File: src/rtl/id_ex_stage.sv
// ---------------------------------------------------------------------------
// id_ex_stage
// Elastic ID/EX pipeline register for the MIPS datapath. It holds a main
// entry, which drives the outputs, and a skid entry. Together they keep one
// entry per cycle flowing when execute stalls, because in_ready is registered.
//
// Ports
//   clock, reset     rising-edge clock, async active-low reset
//   flush            synchronous squash of every held entry
//   in_valid/ready   decode-side handshake (in_ready = !skid valid)
//   in_ctrl/data/regs  entry fields, packed with field 0 in the LSBs
//   out_valid/ready  execute-side handshake
//   out_ctrl         main control bits, zeroed while out_valid=0
//   out_data/regs    main entry fields
//   stall_cnt        saturating count of cycles with in_valid & !in_ready
//
// State is implied by the valid bits:
//   state | meaning
//   EMPTY | main=0 skid=0
//   ONE   | main=1 skid=0
//   TWO   | main=1 skid=1, in_ready=0
// ---------------------------------------------------------------------------
module id_ex_stage #(
  parameter int CTRL_W   = 9,
  parameter int DATA_W   = 32,
  parameter int NUM_DATA = 4,
  parameter int REG_W    = 5,
  parameter int NUM_REG  = 2,
  parameter int CNT_W    = 16
) (
  input  logic                         clock,
  input  logic                         reset,
  input  logic                         flush,
  input  logic                         in_valid,
  output logic                         in_ready,
  input  logic [CTRL_W-1:0]            in_ctrl,
  input  logic [NUM_DATA*DATA_W-1:0]   in_data,
  input  logic [NUM_REG*REG_W-1:0]     in_regs,
  output logic                         out_valid,
  input  logic                         out_ready,
  output logic [CTRL_W-1:0]            out_ctrl,
  output logic [NUM_DATA*DATA_W-1:0]   out_data,
  output logic [NUM_REG*REG_W-1:0]     out_regs,
  output logic [CNT_W-1:0]             stall_cnt
);

  localparam int DW = NUM_DATA*DATA_W;
  localparam int RW = NUM_REG*REG_W;

  logic              main_valid_q, main_valid_d;
  logic [CTRL_W-1:0] main_ctrl_q,  main_ctrl_d;
  logic [DW-1:0]     main_data_q,  main_data_d;
  logic [RW-1:0]     main_regs_q,  main_regs_d;
  logic              skid_valid_q, skid_valid_d;
  logic [CTRL_W-1:0] skid_ctrl_q,  skid_ctrl_d;
  logic [DW-1:0]     skid_data_q,  skid_data_d;
  logic [RW-1:0]     skid_regs_q,  skid_regs_d;
  logic [CNT_W-1:0]  stall_cnt_q,  stall_cnt_d;

  logic accept;
  logic release_main;

  assign in_ready     = ~skid_valid_q;
  assign accept       = in_valid & in_ready;
  assign release_main = main_valid_q & out_ready;

  always_comb begin
    main_valid_d = main_valid_q;
    main_ctrl_d  = main_ctrl_q;
    main_data_d  = main_data_q;
    main_regs_d  = main_regs_q;
    skid_valid_d = skid_valid_q;
    skid_ctrl_d  = skid_ctrl_q;
    skid_data_d  = skid_data_q;
    skid_regs_d  = skid_regs_q;

    if (flush) begin
      // Fields are left stale; only the valids drop. Any input this cycle is dropped.
      main_valid_d = 1'b0;
      skid_valid_d = 1'b0;
    end else if (skid_valid_q) begin
      if (release_main) begin
        main_ctrl_d  = skid_ctrl_q;
        main_data_d  = skid_data_q;
        main_regs_d  = skid_regs_q;
        skid_valid_d = 1'b0;
      end
    end else if (main_valid_q) begin
      if (release_main && accept) begin
        main_ctrl_d = in_ctrl;
        main_data_d = in_data;
        main_regs_d = in_regs;
      end else if (release_main) begin
        main_valid_d = 1'b0;
      end else if (accept) begin
        skid_ctrl_d  = in_ctrl;
        skid_data_d  = in_data;
        skid_regs_d  = in_regs;
        skid_valid_d = 1'b1;
      end
    end else if (accept) begin
      main_ctrl_d  = in_ctrl;
      main_data_d  = in_data;
      main_regs_d  = in_regs;
      main_valid_d = 1'b1;
    end
  end

  always_comb begin
    stall_cnt_d = stall_cnt_q;
    if (in_valid && !in_ready && (stall_cnt_q != {CNT_W{1'b1}}))
      stall_cnt_d = stall_cnt_q + 1'b1;
  end

  always_ff @(posedge clock or negedge reset) begin
    if (!reset) begin
      main_valid_q <= 1'b0;
      main_ctrl_q  <= '0;
      main_data_q  <= '0;
      main_regs_q  <= '0;
      skid_valid_q <= 1'b0;
      skid_ctrl_q  <= '0;
      skid_data_q  <= '0;
      skid_regs_q  <= '0;
      stall_cnt_q  <= '0;
    end else begin
      main_valid_q <= main_valid_d;
      main_ctrl_q  <= main_ctrl_d;
      main_data_q  <= main_data_d;
      main_regs_q  <= main_regs_d;
      skid_valid_q <= skid_valid_d;
      skid_ctrl_q  <= skid_ctrl_d;
      skid_data_q  <= skid_data_d;
      skid_regs_q  <= skid_regs_d;
      stall_cnt_q  <= stall_cnt_d;
    end
  end

  assign out_valid = main_valid_q;
  assign out_ctrl  = main_valid_q ? main_ctrl_q : '0;
  assign out_data  = main_data_q;
  assign out_regs  = main_regs_q;
  assign stall_cnt = stall_cnt_q;

endmodule

File: config.mk
export PLATFORM = sky130hd
export DESIGN_NAME = id_ex_stage
export DESIGN_NICKNAME = d
export VERILOG_FILES = /design/src/rtl/id_ex_stage.sv
export SDC_FILE = /design/constraint.sdc
export NUM_CORES = 1
export LEC_CHECK = 0
export ABC_CLOCK_PERIOD_IN_PS = 2300
export BUFFER_PORTS_ARGS = -buffer_cell sky130_fd_sc_hd__buf_4
export CAP_MARGIN = 20
export CORE_UTILIZATION = 40
export DETAILED_ROUTE_END_ITERATION = 10
export PLACE_DENSITY_LB_ADDON = 0.1
export SLEW_MARGIN = 20
export SYNTH_ARGS = -nofsm -noshare
export SYNTH_HDL_FRONTEND = slang
export SYNTH_SLANG_ARGS = --single-unit
File: constraint.sdc
create_clock -name clock -period 2.3 [get_ports clock]
set_clock_uncertainty 0.1 [all_clocks]
set_input_delay 0.23 -clock clock [delete_from_list [all_inputs] [get_ports clock]]
set_output_delay 0.23 -clock clock [all_outputs]
set_load 0.05 [all_outputs]
-- Yosys cells after proc, flatten, opt, wreduce, memory -nomap -nowiden
Cells that the tools add are included.
Widths: inputs -> output; s select.
- output and inout port bits: 165
- register bits: 312
- logic and storage cells: 53
- input port bits: 152
- multiplexer cells: 27
- equal/unequal tests: 4
- reductions and logical operators: 6
- bitwise gates (word level): 6
- $add $sub $neg: 1
- operators by type and width (cell ; number):
    $mux 128 ; 5
    $mux 9 ; 6
    $mux 10 ; 5
    $add 16x1->16 const B ; 1
    $ne 16x16->1 const B ; 1
    $mux 1 ; 11
    $reduce_and 6->1 ; 1
    $not 1->1 ; 4
    $reduce_and 4->1 ; 1
    $logic_and 1x1->1 ; 3
    $ne 3x1->1 const B ; 1
    $reduce_bool 3->1 ; 1
    $and 1x1->1 ; 2
    $ne 2x1->1 const B ; 1
    $ne 2x2->1 const B ; 1

-- Depth between registers and ports, before layout
Gate-level depths: netlist (run 1).
- depth after elaboration: 8
- gate-level depth with buffers: 7
- depth with buffers taken out: 5

-- Worst setup path after synthesis (run 1)
Ideal clock, no wire load.
- path type: reg-to-reg
- start point: reg main_valid_q (netlist: out_valid)
- end point: reg skid_ctrl_q[0]
- setup time: 0.125 ns
- arrival: 1.770 ns
- path buffers: 2
- stages on the path, launching flop included: 5
- slack: 0.305 ns
- cell sequence: dfrtp_1 > nor4b_2 > buf_2 > buf_4 > mux2_2
- word-level cells in the longest chain between the ends: 4
- elaborated cells between the ends (all ways): 5
- RTL lines (element ; RTL line ; source):
    from (decl) ; 50 ; logic main_valid_q, main_valid_d;
    from (signal assigned) ; 127 ; main_valid_q <= main_valid_d;
    $and 1x1->1 ; 65 ; assign release_main = main_valid_q & out_ready;
    $logic_and 1x1->1 ; 89 ; if (release_main && accept) begin
    $not 1->1 (no source line) ; n/a ;
    $reduce_and 6->1 (no source line) (*) ; n/a ;
    to (signal assigned) ; 132 ; skid_ctrl_q <= skid_ctrl_d;
    to (decl) ; 55 ; logic [CTRL_W-1:0] skid_ctrl_q, skid_ctrl_d;
Every way passes the cells marked *; elsewhere a longest branch is shown, timed or not.
A chain may end at the register's enable or synchronous reset.

-- Final worst setup path (run 1)
- start point: reg skid_valid_q
- end point: out in_ready
- word-level cells in the longest chain between the ends: 1
- RTL lines (element ; RTL line ; source):
    from (decl) ; 54 ; logic skid_valid_q, skid_valid_d;
    from (signal assigned) ; 131 ; skid_valid_q <= skid_valid_d;
    $not 1->1 (no source line) ; n/a ;
    to (decl) ; 35 ; output logic in_ready,
No other way between the ends.

==> impl_metrics.tcl, run 1 <==
set metrics [dict create \
    post-route-period-util_pct 90.8 \
    wl_per_cell_um 16.2 \
    combPwrFrac_pct 28.7 \
    syn2layout_area_growth_pct 45.6 \
    critPathCaptureType "output pin" \
    drt_wl_total_um 32200 \
    cts_sinks 312 \
    start_util_pct 41.0 \
    grt_pass1_wl_um 52400 \
    max_slew_margin_pct 68.9 \
    cp.arrival_ps 1760 \
    ys_seq_area_share_pct 59.7 \
    drv_slew 0 \
    clock_latency_ps 500 \
    fin_nets 1679 \
    p_int_uw 12500 \
    p_leak_uw 0.00833 \
    synth-seq-cells 312 \
    finalHoldViolCount 0 \
    netlist_area_um2 13100 \
    p_switching_uw 6090 \
    drc_errors 0 \
    p_sw_share_pct 32.8 \
    setup_viol 0 \
    cap_violations 0 \
    vias 9568 \
    fmax_ghz 0.479 \
    diodes 0 \
    cts_htree_levels 2 \
    synth_area_leaders "dfrtp_1 60%, mux2_2 13%, mux2i_1 11%" \
    rsz0062_at_grt "no" \
    synth.cells.most_frequent "312 x dfrtp_1, 153 x nor2_1, 152 x a21oi_1" \
    cts_tree "yes" \
    crit_fanout 44 \
    grt_pass1_vias 10058 \
    pwr-share-seq_pct 40.2 \
    overflow 0 \
    clkPwrFrac_pct 31.2 \
    grt_max_degree 71 \
    cp.required_ps 1970 \
    portBuffers 316 \
    dieWidth_um 183 \
    drt-pass1-iter-count 4 \
    synth-edff-count 0 \
    place_congestion 0.731 \
    final_util_pct 59.7 \
    worstHoldPathType "input pin to flop" \
    post_cts_buffers 0 \
    fp-row-count 65 \
    drt-initial-drc-count 312 \
    clkSlewWorstSetupHoldPaths_ps 60 \
    die_h_um 183 \
    run_status "finished clean" \
    clockBufferDepth 3 \
    cp-start-kind "flop" \
    whs_ps 20.8 \
    dieArea_um2 33400 \
    core_area_um2 31900 \
    synth_cells 1041 \
    drive_above_1_share_pct 36.8 \
    tightest_slew_ps 466 \
    antenna_found_initial 0 \
    dp_hpwl_um 21000 \
    r2r_slack_ps 230 \
    synth.top_cell.area_share_pct 59.7 \
    avgSynthCellArea_um2 12.6 \
    syn-num-nets 1194 \
    yosys.cell_count.top_type "dfrtp_1" \
    finalCriticalPeriod_ps 2090 \
    root_buffer "clkbuf_16" \
    grt_usage_pct 19.5 \
    powerDensity_nw_per_um2 977 \
    path_class "flop to output pin" \
    ioPinCount 317 \
    numCtsBuffers 36 \
    routed_via_density 4.82 \
    fillCellCount 2679 \
    fin_tns_setup_ps 0 \
    async_flop_share_pct 100 \
    ys_types 35 \
    synth_warnings 0 \
    synth_area_leader_cell "dfrtp_1" \
    drtAntennaViolNets 0 \
    vdd_ir_drop_max_v 0.000654 \
    ys_dominant_reg_cell "dfrtp_1" \
]
-- worst paths after layout --
kind,end,cells past startpoint,startpoint
setup / recovery,in_ready,4,skid_valid_q
hold / removal,skid_valid_q,3,in_valid
setup reg to reg,skid_data_q[8],5,skid_valid_q
hold reg to reg,skid_data_q[73],1,skid_data_q[73]
max in group asynchronous,out_data[81],4,reset
min in group asynchronous,out_data[119],2,reset
-- layer usage --
metal	wire, um	global-route usage (%)	vias to the layer above
li1	-	-	4609
met1	13400	24.2	4691
met3	2030	5.16	44
met4	556	4.77	0
met2	16100	33.9	224
met5	0	0	-
-- layout by cell type (no fill, tap or decap), drive strengths merged, types with 5 or more instances in the layout --
cell	count
buf	362
dfrtp	312
nor2	153
a21oi	152
mux2	150
dlygate4sd3	150
mux2i	147
clkbuf	56
and2	9
nand4	7
xnor2	6
nand2	5
nand3	5
-- stage by stage --
| step | cells | cell area (um2) | total power [uW] | setup slack, ps |
|---|---|---|---|---|
| floorplan | 1041 | 13100 | 10900 | 305 |
| global placement | 1772 | 16300 | 12600 | 248 |
| detailed placement | 1772 | 16300 | 12700 | 218 |
| CTS | 1986 | 19000 | 18800 | 168 |
| global route | 1986 | 19000 | 19500 | 128 |
| finish | 1986 | 19000 | 18600 | 212 |
-- layout make-up --
class / count / area (um2) / area share [%]
clock inverter: 7 / 135 / 0.710
timing repair buffer: 513 / 4540 / 23.8
tap: 435 / 544 / 2.86
inverter: 4 / 15.0 / 0.0788
sequential: 312 / 7810 / 41.0
clock buffer: 56 / 1070 / 5.60
multi-input combinational: 659 / 4930 / 25.9
-- cells by family after synthesis --
logic type,share of synthesized area [%]
DFF,59.7
buffers and inverters,2.76
xor gates and xnor gates,0.670
muxes,24.2
AOI/OAI and AO/OA,6.29
adders and majority gates,0.0957
and+or+nand+nor,6.33
-- critical path: stages, from the launching register on --
cell and delay (ps):
dfrtp_4 390, buf_4 220, buf_16 320, inv_1 70
buf_4 200
-- power by group through the flow --
stage          combinational, uW  sequential [uW]  clock [uW]
2_1_floorplan               1600             9280           0
3_3_place_gp                5080             7520           0
3_5_place_dp                5150             7560           0
4_1_cts                     5390             7480        5950
5_1_grt                     5690             7650        6170
6_report                    5330             7470        5800
-- flip-flops by register name (all words and copies together), names as in the netlist --
name	count
skid_valid_q	1
out_regs	10
skid_data_q	128
out_data	128
out_valid	1
skid_regs_q	10
stall_cnt	16
main_ctrl_q	9
skid_ctrl_q	9
-- timing repair --
item / CTS / global route
resized for setup: 1 / 0
endpoints found under the hold margin: 500 / 0
setup endpoints to repair: 1 / 0
hold buffers: 150 / 0
No activity file was read; power rests on OpenSTA's default activity.
==> run 2, diff against run 1 <==
--- a/config.mk
+++ b/config.mk
@@ -10,7 +10,6 @@
 export CAP_MARGIN = 20
 export CORE_UTILIZATION = 40
 export DETAILED_ROUTE_END_ITERATION = 10
-export PLACE_DENSITY_LB_ADDON = 0.1
 export SLEW_MARGIN = 20
 export SYNTH_ARGS = -nofsm -noshare
 export SYNTH_HDL_FRONTEND = slang
==> run 2 against run 1 <==
  * Flip-flop and latch count stayed put
  * Sequential power about the same
  * Core utilization fell by 0.71 points
  * Sequential share of layout area grew 0.49 points
  * Total power is 1.4% lower
  * Non-clock buffer count shrank 12
  * Via count fell by 0.46%
  * Global-route usage shrank 0.30 points
  * Clock power shrank 4.0%
  * Combinational power fell by 0.9%
  * Largest cell class unchanged
==> impl_metrics.tcl, run 2 (same netlist as run 1, synthesis figures left out) <==
set metrics [dict create \
    run_status "finished clean" \
    fmax_ghz 0.472 \
    grt_usage_pct 19.2 \
    drt-pass1-iter-count 4 \
    post-route-period-util_pct 92.1 \
    cp-start-kind "flop" \
    clockBufferDepth 3 \
    dieWidth_um 183 \
    cts_tree "yes" \
    diodes 0 \
    max_slew_margin_pct 37.8 \
    grt_pass1_vias 9989 \
    wl_per_cell_um 16.3 \
    drive_above_1_share_pct 36.1 \
    finalCriticalPeriod_ps 2120 \
    slowest_delay_ps 460 \
    cts_htree_levels 2 \
    dieArea_um2 33400 \
    fin_area_um2 18800 \
    cp.arrival_ps 2410 \
    cp.required_ps 2590 \
    clkSlewWorstSetupHoldPaths_ps 60 \
    dp_hpwl_um 21200 \
    r2r_slack_ps 180 \
    fin_tns_setup_ps 0 \
    vias 9524 \
    ioPinCount 317 \
    crit_fanout 9 \
    portBuffers 316 \
    die_h_um 183 \
    reg2reg_depth 5 \
    final_util_pct 59.0 \
    crit_path_frequent_cell "buf_4" \
    antenna_found_initial 0 \
    place_congestion 0.765 \
    cap_violations 0 \
    path_class "flop to flop" \
    crit_chain "nand2b_1 > nor4b_4 > buf_4 > buf_4 > mux2_2" \
    rsz0062_at_grt "no" \
    numCtsBuffers 37 \
    critPathCaptureType "flop" \
    root_buffer "clkbuf_16" \
    fp-row-count 65 \
    grt_max_degree 95 \
    routed_via_density 4.82 \
    final_common_cell "buf_4" \
    cts_sinks 312 \
    crit_slowest_cell "dfrtp_4" \
    cp_top_family "simple AND/OR/NAND/NOR gates" \
    clock_latency_ps 500 \
    drc_errors 0 \
    drt_wl_total_um 32200 \
    worstReg2RegStart "skid_valid_q" \
    worstHoldPathType "input pin to asynchronous set/reset pin" \
    tightest_slew_ps 933 \
    startpoint "skid_valid_q" \
    r2r-end "skid_data_q[106]" \
    setup_ws_ps 181 \
    post_cts_buffers 0 \
    syn2layout_area_growth_pct 43.9 \
    drt-initial-drc-count 350 \
    start_util_pct 41.0 \
    vdd_ir_drop_max_v 0.000703 \
    crit_buf_inv 2 \
    setup_viol 0 \
    place_area_um2 16100 \
    place_ws_ps 172 \
    finalHoldViolCount 0 \
    core_area_um2 31900 \
    powerDensity_nw_per_um2 975 \
    most-common-layout-cells "333 x buf_4, 311 x dfrtp_1, 153 x nor2_1" \
    drv_slew 0 \
    p_leak_uw 0.00821 \
    fillCellCount 2692 \
    fin_nets 1668 \
    drtAntennaViolNets 0 \
    grt_pass1_wl_um 51800 \
    overflow 0 \
]
==> run 2: timing repair <==
| action | in CTS | in global routing |
|---|---|---|
| hold buffers | 151 | 0 |
| gates resized for setup | 0 | 0 |
| hold endpoints to repair | 378 | 0 |
==> run 2: worst max path at each step <==
| stage | depth (start not counted) | slack, ps | to |
|---|---|---|---|
| 2_1_floorplan | 4 | 300 | skid_ctrl_q[0] |
| 3_3_place_gp | 5 | 180 | skid_data_q[120] |
| 3_5_place_dp | 5 | 170 | skid_data_q[112] |
| 4_1_cts | 4 | 130 | in_ready |
| 5_1_grt | 5 | 70 | skid_data_q[112] |
| 6_report | 5 | 180 | skid_data_q[106] |
==> run 2: cell type report <==
class	instances	area [um2]	share of cell area (%)
sequential	312	7810	41.5
multi-input combinational	659	4930	26.2
timing repair buffer	501	4350	23.1
clock buffer	61	1140	6.05
tap	435	544	2.89
clock inverter	4	32.5	0.173
inverter	4	15.0	0.0798
==> run 2: layer usage <==
metal | track usage, % | part of all wire, % | up-vias
li1 | - | - | 4596
met1 | 24.1 | 43 | 4651
met2 | 33.6 | 50 | 228
met3 | 4.15 | 5.2 | 49
met4 | 4.87 | 1.9 | 0
met5 | 0 | 0 | -
==> run 2: power breakdown <==
part	switching [uW]	internal (uW)	leakage (uW)	total (uW)
clock network	2190	3380	0.000569	5570
registers	711	6780	0.00366	7490
logic	3210	2070	0.00398	5280
total	6120	12200	0.00821	18300
==> run 2: stage by stage <==
step / total power (uW) / hold slack [ps] / cells
floorplan: 10900 / -166 / 1041
global placement: 12600 / 117 / 1760
CTS: 18600 / 168 / 1976
finish: 18300 / 155 / 1976
detailed placement: 12700 / 121 / 1760
global route: 19200 / 172 / 1976
